`src/rtl/debounce_pkg.sv`:
```
// Shared constants and helpers for the multi-channel push-button debouncer.
// Optional auto-repeat is enabled with macro BTN_DEBOUNCE_AUTOREPEAT_EN.
package debounce_pkg;

  // Debounced level encoding, after polarity normalisation.
  localparam logic LVL_PRESSED  = 1'b1;
  localparam logic LVL_RELEASED = 1'b0;

  // 12.5 MHz system clock, 100 ms between samples.
  localparam int unsigned DEFAULT_DIV_CNT = 1250000;

  // Bits needed to hold a down-counter value in 0..n-1 (never less than 1).
  function automatic int unsigned div_w(input int unsigned n);
    return (n <= 2) ? 1 : $clog2(n);
  endfunction

endpackage

```
`src/rtl/debounce_tick.sv`:
```
// Sample-tick prescaler: a down-counter that strobes TICK for one cycle every
// DIV_CNT cycles. The first strobe follows DIV_CNT cycles after reset release.
module debounce_tick
  import debounce_pkg::*;
#(
  parameter int unsigned DIV_CNT = DEFAULT_DIV_CNT
) (
  input  logic CLK,
  input  logic RST,
  output logic TICK
);

  localparam int unsigned  CNT_W  = div_w(DIV_CNT);
  localparam logic [CNT_W-1:0] RELOAD = CNT_W'(DIV_CNT - 1);

  logic [CNT_W-1:0] cnt;

  // TICK is registered off the terminal count so it is clean (0) in reset,
  // and stays high continuously when DIV_CNT is 1.
  always_ff @(posedge CLK or negedge RST) begin
    if (!RST) begin
      cnt  <= RELOAD;
      TICK <= 1'b0;
    end else begin
      TICK <= (cnt == '0);
      if (cnt == '0) begin
        cnt <= RELOAD;
      end else begin
        cnt <= cnt - 1'b1;
      end
    end
  end

endmodule

```
`src/rtl/btn_debounce_multi.sv`:
```
// N-channel button conditioner: 2-flop sync, tick-sampled integrating debounce,
// clean level plus press/release pulses. Auto-repeat via BTN_DEBOUNCE_AUTOREPEAT_EN.
module btn_debounce_multi
  import debounce_pkg::*;
#(
  parameter int unsigned N_CH       = 2,
  parameter int unsigned DIV_CNT    = DEFAULT_DIV_CNT,
  parameter int unsigned STABLE_N   = 3,
  parameter bit          ACTIVE_LOW = 1'b1,
  parameter int unsigned HOLD_TICKS = 50,
  parameter int unsigned RPT_TICKS  = 10
) (
  input  logic            CLK,
  input  logic            RST,
  input  logic [N_CH-1:0] BTN_RAW,
  output logic [N_CH-1:0] LEVEL,
  output logic [N_CH-1:0] PRESS,
  output logic [N_CH-1:0] RELEASE,
  output logic [N_CH-1:0] REPEAT,
  output logic            TICK
);

  localparam int unsigned      CNT_W    = $clog2(STABLE_N + 1);
  localparam logic [CNT_W-1:0] CNT_LAST = CNT_W'(STABLE_N - 1);
  localparam logic [N_CH-1:0]  RAW_IDLE = {N_CH{ACTIVE_LOW}};

  if (N_CH < 1 || N_CH > 16) begin : g_bad_n_ch
    $error("btn_debounce_multi: N_CH must be in 1..16");
  end
  if (DIV_CNT < 1 || STABLE_N < 1) begin : g_bad_timing
    $error("btn_debounce_multi: DIV_CNT and STABLE_N must be at least 1");
  end
  if (HOLD_TICKS < 1 || RPT_TICKS < 1) begin : g_bad_repeat
    $error("btn_debounce_multi: HOLD_TICKS and RPT_TICKS must be at least 1");
  end

  logic            tick;
  logic [N_CH-1:0] sync1;
  logic [N_CH-1:0] sync2;
  logic [N_CH-1:0] s_norm;

  debounce_tick #(
    .DIV_CNT (DIV_CNT)
  ) u_tick (
    .CLK  (CLK),
    .RST  (RST),
    .TICK (tick)
  );

  assign TICK = tick;

  always_ff @(posedge CLK or negedge RST) begin
    if (!RST) begin
      sync1 <= RAW_IDLE;
      sync2 <= RAW_IDLE;
    end else begin
      sync1 <= BTN_RAW;
      sync2 <= sync1;
    end
  end

  // 1 = pressed regardless of board polarity.
  assign s_norm = sync2 ^ RAW_IDLE;

`ifdef BTN_DEBOUNCE_AUTOREPEAT_EN
  localparam int unsigned      RPT_MAX   = (HOLD_TICKS > RPT_TICKS) ? HOLD_TICKS : RPT_TICKS;
  localparam int unsigned      RPT_W     = div_w(RPT_MAX);
  localparam logic [RPT_W-1:0] HOLD_LOAD = RPT_W'(HOLD_TICKS - 1);
  localparam logic [RPT_W-1:0] RPT_LOAD  = RPT_W'(RPT_TICKS - 1);
`endif

  for (genvar i = 0; i < N_CH; i++) begin : g_ch
    logic [CNT_W-1:0] cnt_q;
    logic [CNT_W-1:0] cnt_d;
    logic             level_q;
    logic             press_q;
    logic             release_q;
    logic             mismatch;
    logic             flip;

    // A matching sample restarts the integration, which is what rejects bounce.
    always_comb begin
      mismatch = s_norm[i] ^ level_q;
      flip     = 1'b0;
      cnt_d    = cnt_q;
      if (tick) begin
        if (!mismatch) begin
          cnt_d = '0;
        end else if (cnt_q == CNT_LAST) begin
          flip  = 1'b1;
          cnt_d = '0;
        end else begin
          cnt_d = cnt_q + 1'b1;
        end
      end
    end

    always_ff @(posedge CLK or negedge RST) begin
      if (!RST) begin
        cnt_q     <= '0;
        level_q   <= LVL_RELEASED;
        press_q   <= 1'b0;
        release_q <= 1'b0;
      end else begin
        cnt_q     <= cnt_d;
        level_q   <= level_q ^ flip;
        press_q   <= flip & (level_q == LVL_RELEASED);
        release_q <= flip & (level_q == LVL_PRESSED);
      end
    end

    assign LEVEL[i]   = level_q;
    assign PRESS[i]   = press_q;
    assign RELEASE[i] = release_q;

`ifdef BTN_DEBOUNCE_AUTOREPEAT_EN
    logic [RPT_W-1:0] hold_q;
    logic             rpt_q;

    // Down-counter of held ticks; first terminal count after HOLD_TICKS,
    // then every RPT_TICKS. No repeat on the tick that releases the button.
    always_ff @(posedge CLK or negedge RST) begin
      if (!RST) begin
        hold_q <= HOLD_LOAD;
        rpt_q  <= 1'b0;
      end else begin
        rpt_q <= 1'b0;
        if (level_q == LVL_RELEASED) begin
          hold_q <= HOLD_LOAD;
        end else if (tick) begin
          if (hold_q == '0) begin
            hold_q <= RPT_LOAD;
            rpt_q  <= ~flip;
          end else begin
            hold_q <= hold_q - 1'b1;
          end
        end
      end
    end

    assign REPEAT[i] = rpt_q;
`else
    assign REPEAT[i] = 1'b0;
`endif
  end

endmodule

```
`config.mk`:
```
export PLATFORM = sky130hd
export DESIGN_NAME = btn_debounce_multi
export DESIGN_NICKNAME = d
export VERILOG_FILES = /design/src/rtl/debounce_pkg.sv /design/src/rtl/debounce_tick.sv /design/src/rtl/btn_debounce_multi.sv
export SDC_FILE = /design/constraint.sdc
export NUM_CORES = 1
export LEC_CHECK = 0
export ABC_AREA = 1
export BUFFER_PORTS_ARGS = -buffer_cell sky130_fd_sc_hd__buf_2
export CAP_MARGIN = 5
export CORE_MARGIN = 2
export CORE_UTILIZATION = 40
export DETAILED_ROUTE_END_ITERATION = 8
export PLACE_DENSITY = 0.54
export SLEW_MARGIN = 20
export SYNTH_ARGS = -nofsm -noshare
export SYNTH_HDL_FRONTEND = slang
export SYNTH_SLANG_ARGS = --single-unit
```
`constraint.sdc`:
```
create_clock -name CLK -period 1.59 [get_ports CLK]
set_input_delay 0.318 -clock CLK [delete_from_list [all_inputs] [get_ports CLK]]
set_output_delay 0.318 -clock CLK [all_outputs]
set_load 0.01 [all_outputs]
```
==> results.md, run 1 <==
- The final period demand of the worst path is 1.48 ns.
- Adding up every negative setup slack in the final design gives 0 ns.
- The share of flip-flops with an asynchronous set or reset is between 90% and 100%.
- The number of placement rows is 25.
- Synthesis inferred 36 register bits.
- The residual DRC count is 0.
- The total wire length after detailed routing is ~3500 um.
- Counting the buffers created by CTS gives 5.
- Pin placement for this block handled 13 I/O pins.
- The share of the Yosys chip area taken by registers is approximately 48%.
- The number of clock sinks is 36.
- The number of H-tree branching levels is 2.
- The number of nets still failing antenna checks after routing is 0.
- The number of hold violations in the final report is 0.
- The standard cell core area is between 0.004 and 0.005 mm^2.
- The number of DRC violations after detailed-routing iteration 0 is ~70.
- The worst-case register-to-register setup slack is 0.11 ns.
- The flip-flop cell with the highest count after synthesis is sky130_fd_sc_hd__dfrtp_1.
- The first TritonRoute pass finished after 4 iterations.
- The die area is roughly 0.0053 mm^2.
- The net count of the finished layout is between 200 and 250.
- The first global-routing pass estimated ~6100 um of wire.
- The initial utilization of the core area, before any placement, comes to about two fifths.
- The kind of end point of the critical path is a register.
- In this run the cell area measured after placement is slightly below 0.002 mm^2.
- The clock-pin slew on the worst setup and hold paths is ~0.070 ns.
- The area share of the largest cell type after synthesis is between 20% and 30%.
- The layout filler cell count is 464.
- The min-delay analysis places its worst path in the category primary input to register.
- The TritonCTS clock tree is built.
- The start-to-end type of the worst setup path is register to register.
- The area of all placed cells without fillers is ~0.0021 mm^2.
- Dividing the detail-routed wire length by the instance count gives between 10 and 15 um.
- The number of antenna violations at the first check in global routing is 0.
- Max-cap violations in this run came to 0.
- During synthesis, Yosys emitted a total of 0 warnings.
- The dominant cell type by count on the critical path is sky130_fd_sc_hd__nand2_4.
- The synthesized netlist occupies a cell area of 0.00190 mm^2.
- Dividing total power by cell area gives a power density of between 700 and 800 mW/mm^2.
- Traced cell by cell, the critical path runs through inv_1, ha_1, nand2_4, nor2_8, nand2_4, or2_0, nand3_1.
- The CTS root buffer is sky130_fd_sc_hd__clkbuf_8.
- The stage delay of the slowest cell on the critical path is 0.37 ns.
- The die boundary width is about 73 um.
- The area overhead of the layout relative to synthesis is 10.3%.
- The detailed-route via count is ~1400.
- In this run the tool buffered the top-level ports with 10 buffer cells.
- The netlist uses 29 different library cells.
- A synthesized cell averages roughly 8.5 um^2.
- For this block, wires on met1 add up to between 1500 and 2000 um.
- The commonest cells after synthesis are sky130_fd_sc_hd__nor2_1, sky130_fd_sc_hd__nand2_1, sky130_fd_sc_hd__inv_1.
- The category of cells accounting for the largest share of critical-path delay is simple AND/OR/NAND/NOR gates.
- The max-slew violation count is 0.
- The type of element launching the critical path is a register.
- Entering global routing, the biggest net connects 23 pins.
- The final critical path takes up 92.9% of the cycle.
- Wire segments on met2 add up to 1490 um in the final route.
- Data arrives at the worst endpoint at between 1.5 and 2 ns.
- The die height is around 73 um.
- The antenna diode count is 0.
- By instance count, the leading cell after synthesis is sky130_fd_sc_hd__nor2_1.
- Yosys mapped a number of flops with a built-in enable equal to 0.
- The buffer depth of the longest clock path is 2.
- After synthesis, the cell types taking the most area are sky130_fd_sc_hd__dfrtp_1, sky130_fd_sc_hd__dfstp_2, sky130_fd_sc_hd__nor2_1.
- Summed over all layers, the global routing overflow is 0.
- At the end of routability-driven placement, the weighted congestion stood at 0.852.
- The post-DP HPWL is roughly 2600 um.
- Routed signal wires occupy layers up through met4.
- The standard cell with the maximum stage delay on the critical path is sky130_fd_sc_hd__dfstp_2.
- The critical-path maximum fanout is 8.
- Based on the critical path, the design can be clocked at up to roughly 680 MHz.
- Setup repair after global routing left no endpoint under its margin.
- The share of final-layout standard cells stronger than drive strength 1 is a little over a fifth.
- The buffer and inverter count on the worst path is 1.
- After detailed routing, the number of vias per cell comes to between 4 and 5.
- At the later pin of the worst-skew pair, clock insertion delay measures around 0.28 ns.
- Across every metal layer, demand over resource in global routing totals 15.2%.
- The analysis attributes to cell leakage a power of roughly 1.1 nW.
- The buffer count from post-CTS setup fixing is 0.
- After detailed routing, the met3 layer carries 132 um of wire.
- The via count of the first global-routing pass came to around 1300.
- The required time reported for the critical path endpoint is 1.81 ns.
- Measured on the finished design, the core utilization comes to between 40% and 50%.
- The final clock skew is approximately 0.0049 ns.
- Of all cell types, the one taking the most synthesized area is sky130_fd_sc_hd__dfrtp_1.
- VDD sags by at most between 0.4 and 0.5 mV.
- The final total power is about 0.0017 W.
- The final number of setup-violating endpoints is 0.
- The run finished with clean final reports.
- Synthesis produced a netlist whose cell count is between 200 and 250.
-- repair_timing --
action                                  CTS  global route
endpoints found under the hold margin     8             0
hold buffers                              1             0
gates resized for setup                   0             1
endpoints found under the setup margin    0             2
-- report_power, final --
group          switching (W)  internal, W  leakage (nW)
Combinational      0.0000253    0.0000129         0.603
Sequential        0.00000342     0.000929         0.441
Clock               0.000303     0.000395        0.0515
-- metrics by stage --
stage | instances | hold WS, ns | worst slack, ns
floorplan | 226 | 0.0224 | 0.255
CTS | 292 | 0.123 | 0.0940
detailed placement | 283 | 0.259 | 0.104
global placement | 283 | 0.256 | 0.151
global route | 292 | 0.114 | 0.0160
finish | 292 | 0.131 | 0.113
-- state kept, by name (all words and copies together) (netlist names) --
register        cells
g_ch.cnt_q          4
g_ch.level_q        2
g_ch.press_q        2
g_ch.release_q      2
sync1               2
sync2               2
u_tick.TICK         1
u_tick.cnt         21
-- final timing paths --
kind / to / start / cells after the start
max in group asynchronous: u_tick.cnt[7] / RST / 3
setup / recovery: u_tick.cnt[12] / u_tick.cnt[0] / 7
hold reg to reg: sync2[0] / sync1[0] / 0
min in group asynchronous: u_tick.cnt[10] / RST / 2
setup reg to reg: u_tick.cnt[12] / u_tick.cnt[0] / 7
hold / removal: sync1[1] / BTN_RAW[1] / 1
-- cell families after synthesis --
kind of cell | count (synthesis) | share of synthesized area, %
AND/OR/NAND/NOR | 128 | 32.4
buffers and inverters | 38 | 9.47
flip-flops | 36 | 48.4
AO/OA/AOI/OAI | 11 | 3.16
adder cells (fa/ha/maj) | 6 | 3.95
XOR/XNOR | 3 | 1.38
multiplexers | 2 | 1.05
other | 1 | 0.197
-- layout make-up --
type	count	area (um^2)	area share [%]
Tap cell	54	67.6	3.22
Sequential cell	36	920	43.9
Clock buffer	8	100	4.77
Multi-Input combinational cell	152	813	38.8
Inverter	29	109	5.19
Timing Repair Buffer	13	87.6	4.18
-- cells in the final DEF, fill, tap and decap left out, types with 2 or more instances in the layout --
master	instances
sky130_fd_sc_hd__nor2_1	47
sky130_fd_sc_hd__nand2_1	38
sky130_fd_sc_hd__inv_1	28
sky130_fd_sc_hd__dfrtp_1	21
sky130_fd_sc_hd__nand3_1	18
sky130_fd_sc_hd__dfstp_2	15
sky130_fd_sc_hd__buf_2	10
sky130_fd_sc_hd__clkbuf_8	7
sky130_fd_sc_hd__ha_1	6
sky130_fd_sc_hd__nor2_2	5
sky130_fd_sc_hd__nand4_1	4
sky130_fd_sc_hd__o21ai_0	4
sky130_fd_sc_hd__a21oi_1	4
sky130_fd_sc_hd__nand2_2	3
sky130_fd_sc_hd__nor2_4	3
sky130_fd_sc_hd__nand3b_1	3
sky130_fd_sc_hd__nand2_4	2
sky130_fd_sc_hd__xnor2_1	2
sky130_fd_sc_hd__mux2i_1	2
sky130_fd_sc_hd__o22ai_1	2
sky130_fd_sc_hd__conb_1	2
-- per-layer routing --
metal  global-route usage, %  vias up
met4                    5.56        0
met3                    3.31        5
met1                    21.4      641
met2                    23.0       24
li1                        -      719
met5                       0        -
Note: power is estimated with default switching activity, not from simulation.
==> run 2, diff against run 1 <==
- PLACE_DENSITY: 0.54 -> 0.6
- TNS_END_PERCENT: default -> 100
==> run 2 against run 1 <==
Against the previous run:
- clock skew shrank 0.00056 ns
- first-iteration DRC count grew 72%
- fmax grew 0.47%
- global-route usage grew 0.48 points
- sequential power is essentially flat
- sequential cell count is the same
- die area is the same
- largest power group unchanged
==> results.md, run 2 (synthesis results as in run 1) <==
- The number of H-tree branching levels came to 2 (unchanged).
- The total wire length after detailed routing was 3500 um (was 3480 um).
- The max-slew violation count is 0 (unchanged).
- The CTS root buffer is sky130_fd_sc_hd__clkbuf_8 (unchanged).
- The via count of the first global-routing pass is 1419 (was 1307).
- The endpoint of the lowest-slack register-to-register path is u_tick.cnt[10] (was u_tick.cnt[12]).
- The required time reported for the critical path endpoint is 1.77 ns (was 1.81 ns).
- The final clock skew is 0.00439 ns (was 0.00495 ns).
- The number of gates resized after CTS was 0 (unchanged).
- The critical-path maximum fanout is 8 (unchanged).
- The worst hold slack is 0.0492 ns (was 0.131 ns).
- The buffer count from post-CTS setup fixing is 0 (unchanged).
- The number of buffers created by CTS is 5 (unchanged).
- The number of maximum-capacitance constraint violations was 0 (unchanged).
- The buffer depth of the longest clock path is 2 (unchanged).
- The number of clock sinks is 36 (unchanged).
- The area of all placed cells without fillers is 0.00207 mm^2 (was 0.00210 mm^2).
- The final clock period utilization by the worst path is 92.4% (was 92.9%).
- The wire length of the first global-routing pass came to 6330 um (was 6090 um).
- The type of element launching the critical path is a register (unchanged).
- The flip-flop count of the largest register after layout came to 21 (unchanged).
- The weighted congestion at the end of routability-driven global placement is 0.867 (was 0.852).
- The die boundary width came to 73.0 um (unchanged).
- The sum of negative setup slack is 0 ns (unchanged).
- The initial cell density of the core was 40.8% (unchanged).
- The leakage power total is 1.09 nW (was 1.10 nW).
- The kind of end point of the critical path is a register (unchanged).
- Commonest non-fill, non-tap cells in the layout: sky130_fd_sc_hd__nor2_1, sky130_fd_sc_hd__nand2_1, sky130_fd_sc_hd__inv_1, sky130_fd_sc_hd__dfrtp_1, sky130_fd_sc_hd__nand3_1 (unchanged).
- The all-layer global routing usage came to 15.7% (was 15.2%).
- The start-to-end type of the worst setup path is register to register (unchanged).
- The worst hold path class is primary input to asynchronous set/reset pin (was primary input to register).
- The final period demand of the worst path is 1.47 ns (was 1.48 ns).
- The most common cell after layout, fill and taps aside is sky130_fd_sc_hd__nor2_1 (unchanged).
- The post-DP HPWL is 2590 um (was 2640 um).
- The aggregate global routing overflow is 0 (unchanged).
- The number of primary I/O pins is 13 (unchanged).
- The maximum clock rate is 680 MHz (was 677 MHz).
- The length of the first detailed-routing pass in iterations was 4 (unchanged).
- The average wire per cell in the routed design is 12.0 um (was 11.9 um).
- The maximum number of pins on one net before global-route repair is 37 (was 23).
- Largest registers in the final layout: u_tick.cnt x21, g_ch.cnt_q x4 (unchanged).
- The detailed-route via count is 1401 (was 1389).
- The number of placement rows was 25 (unchanged).
- The clock latency on the worst-skew pair is 0.29 ns (was 0.28 ns).
- The die area came to 0.00532 mm^2 (unchanged).
- The detail-routed via count per cell was 4.81 (was 4.76).
- The number of DRC violations after detailed-routing iteration 0 is 124 (was 72).
- Run status: finished clean (unchanged).
- The arrival time reported for the critical path endpoint is 1.65 ns (was 1.70 ns).
- The share of final-layout standard cells stronger than drive strength 1 is 21.9% (was 21.8%).
- The worst-case register-to-register setup slack is 0.12 ns (was 0.11 ns).
- The number of placed instances, taps included is 283 (unchanged).
- The ratio of total power to cell area was 853 mW/mm^2 (was 796 mW/mm^2).
- The depth of the most critical reg-to-reg path is 7 (unchanged).
- The register ranked first by flip-flop count is u_tick.cnt (unchanged).
- The total number of nets in the final design is 246 (was 247).
- The TritonCTS clock tree is built (unchanged).
- The number of antenna violations at the first check in global routing is 0 (unchanged).
- The number of nets still failing antenna checks after routing was 0 (unchanged).
- The number of hold violations in the final report is 0 (unchanged).
- The number of buffers added on ports is 10 (unchanged).
- The standard cell core area was 0.00466 mm^2 (unchanged).
- The area overhead of the layout relative to synthesis came to 9.08% (was 10.3%).
- The final number of setup-violating endpoints came to 0 (unchanged).
- Unrepaired setup endpoints after global routing: no (unchanged).
- The count of placed standard cells in the final layout, fillers left out is 291 (was 292).
- The post-detailed-placement cell area is 0.00197 mm^2 (was 0.00198 mm^2).
- The antenna diode count is 0 (unchanged).
- The die height is 73.0 um (unchanged).
- The residual DRC count is 0 (unchanged).
- The reg-to-reg critical path startpoint is u_tick.cnt[0] (unchanged).
- The worst ir drop on vdd was 0.365 mV (was 0.411 mV).
- The hold buffer count at CTS is 0 (was 1).
- The clock-pin slew on the worst setup and hold paths was 0.08 ns (was 0.07 ns).
run 2: cell count changes in the layout (fill, tap and decap cells not counted):
cell                            change
sky130_fd_sc_hd__buf_4              +1
sky130_fd_sc_hd__bufinv_16          +1
sky130_fd_sc_hd__buf_12             -1
sky130_fd_sc_hd__nand3_4            -1
sky130_fd_sc_hd__dlygate4sd3_1      -1
sky130_fd_sc_hd__clkbuf_8           -2
sky130_fd_sc_hd__clkinv_2           +1
sky130_fd_sc_hd__nand3_2            +1
run 2: how the worst max path moves through the flow:
stage	from	to	depth (start not counted)
3_5_place_dp	u_tick.cnt[0]	u_tick.cnt[10]	7
2_1_floorplan	u_tick.cnt[0]	u_tick.cnt[12]	7
4_1_cts	u_tick.cnt[0]	u_tick.cnt[10]	7
6_report	u_tick.cnt[0]	u_tick.cnt[10]	7
3_3_place_gp	u_tick.cnt[0]	u_tick.cnt[16]	7
5_1_grt	u_tick.cnt[0]	u_tick.cnt[8]	7
run 2: cell type report:
type / count / area [um^2]
inverter: 29 / 109
timing repair buffer: 12 / 65.1
clock inverter: 2 / 35.0
multi-input combinational: 152 / 806
clock buffer: 6 / 72.6
sequential: 36 / 920
fill: 473 / 2590
tap: 54 / 67.6
run 2: metrics by stage:
step	setup slack, ns	utilization, %	power [W]
4_1_cts	0.116	44.5	0.00179
5_1_grt	0.0226	44.5	0.00184
2_1_floorplan	0.255	-	0.000961
3_5_place_dp	0.121	42.2	0.000983
6_report	0.120	44.5	0.00177
3_3_place_gp	0.161	42.2	0.000981
run 2: power breakdown:
group,internal [W],leakage (nW),switching [W]
logic,0.00000806,0.594,0.0000242
clock network,0.000466,0.0552,0.000340
registers,0.000928,0.441,0.00000360
total,0.00140,1.09,0.000368
run 2: worst max-delay path: stages (launching register included):
cell                      delay (ns)
sky130_fd_sc_hd__dfstp_2        0.37
sky130_fd_sc_hd__inv_1          0.15
sky130_fd_sc_hd__ha_1           0.26
sky130_fd_sc_hd__nand2_4        0.10
sky130_fd_sc_hd__nor2_8         0.20
sky130_fd_sc_hd__nand2_2        0.07
sky130_fd_sc_hd__o21ai_0        0.16
sky130_fd_sc_hd__nor2_1         0.06
run 2: routing by layer:
layer,routed length [um],global-route usage [%]
met2,1600,23.3
met3,181,5.52
met5,0,0
met4,103,8.02
met1,1620,20.1
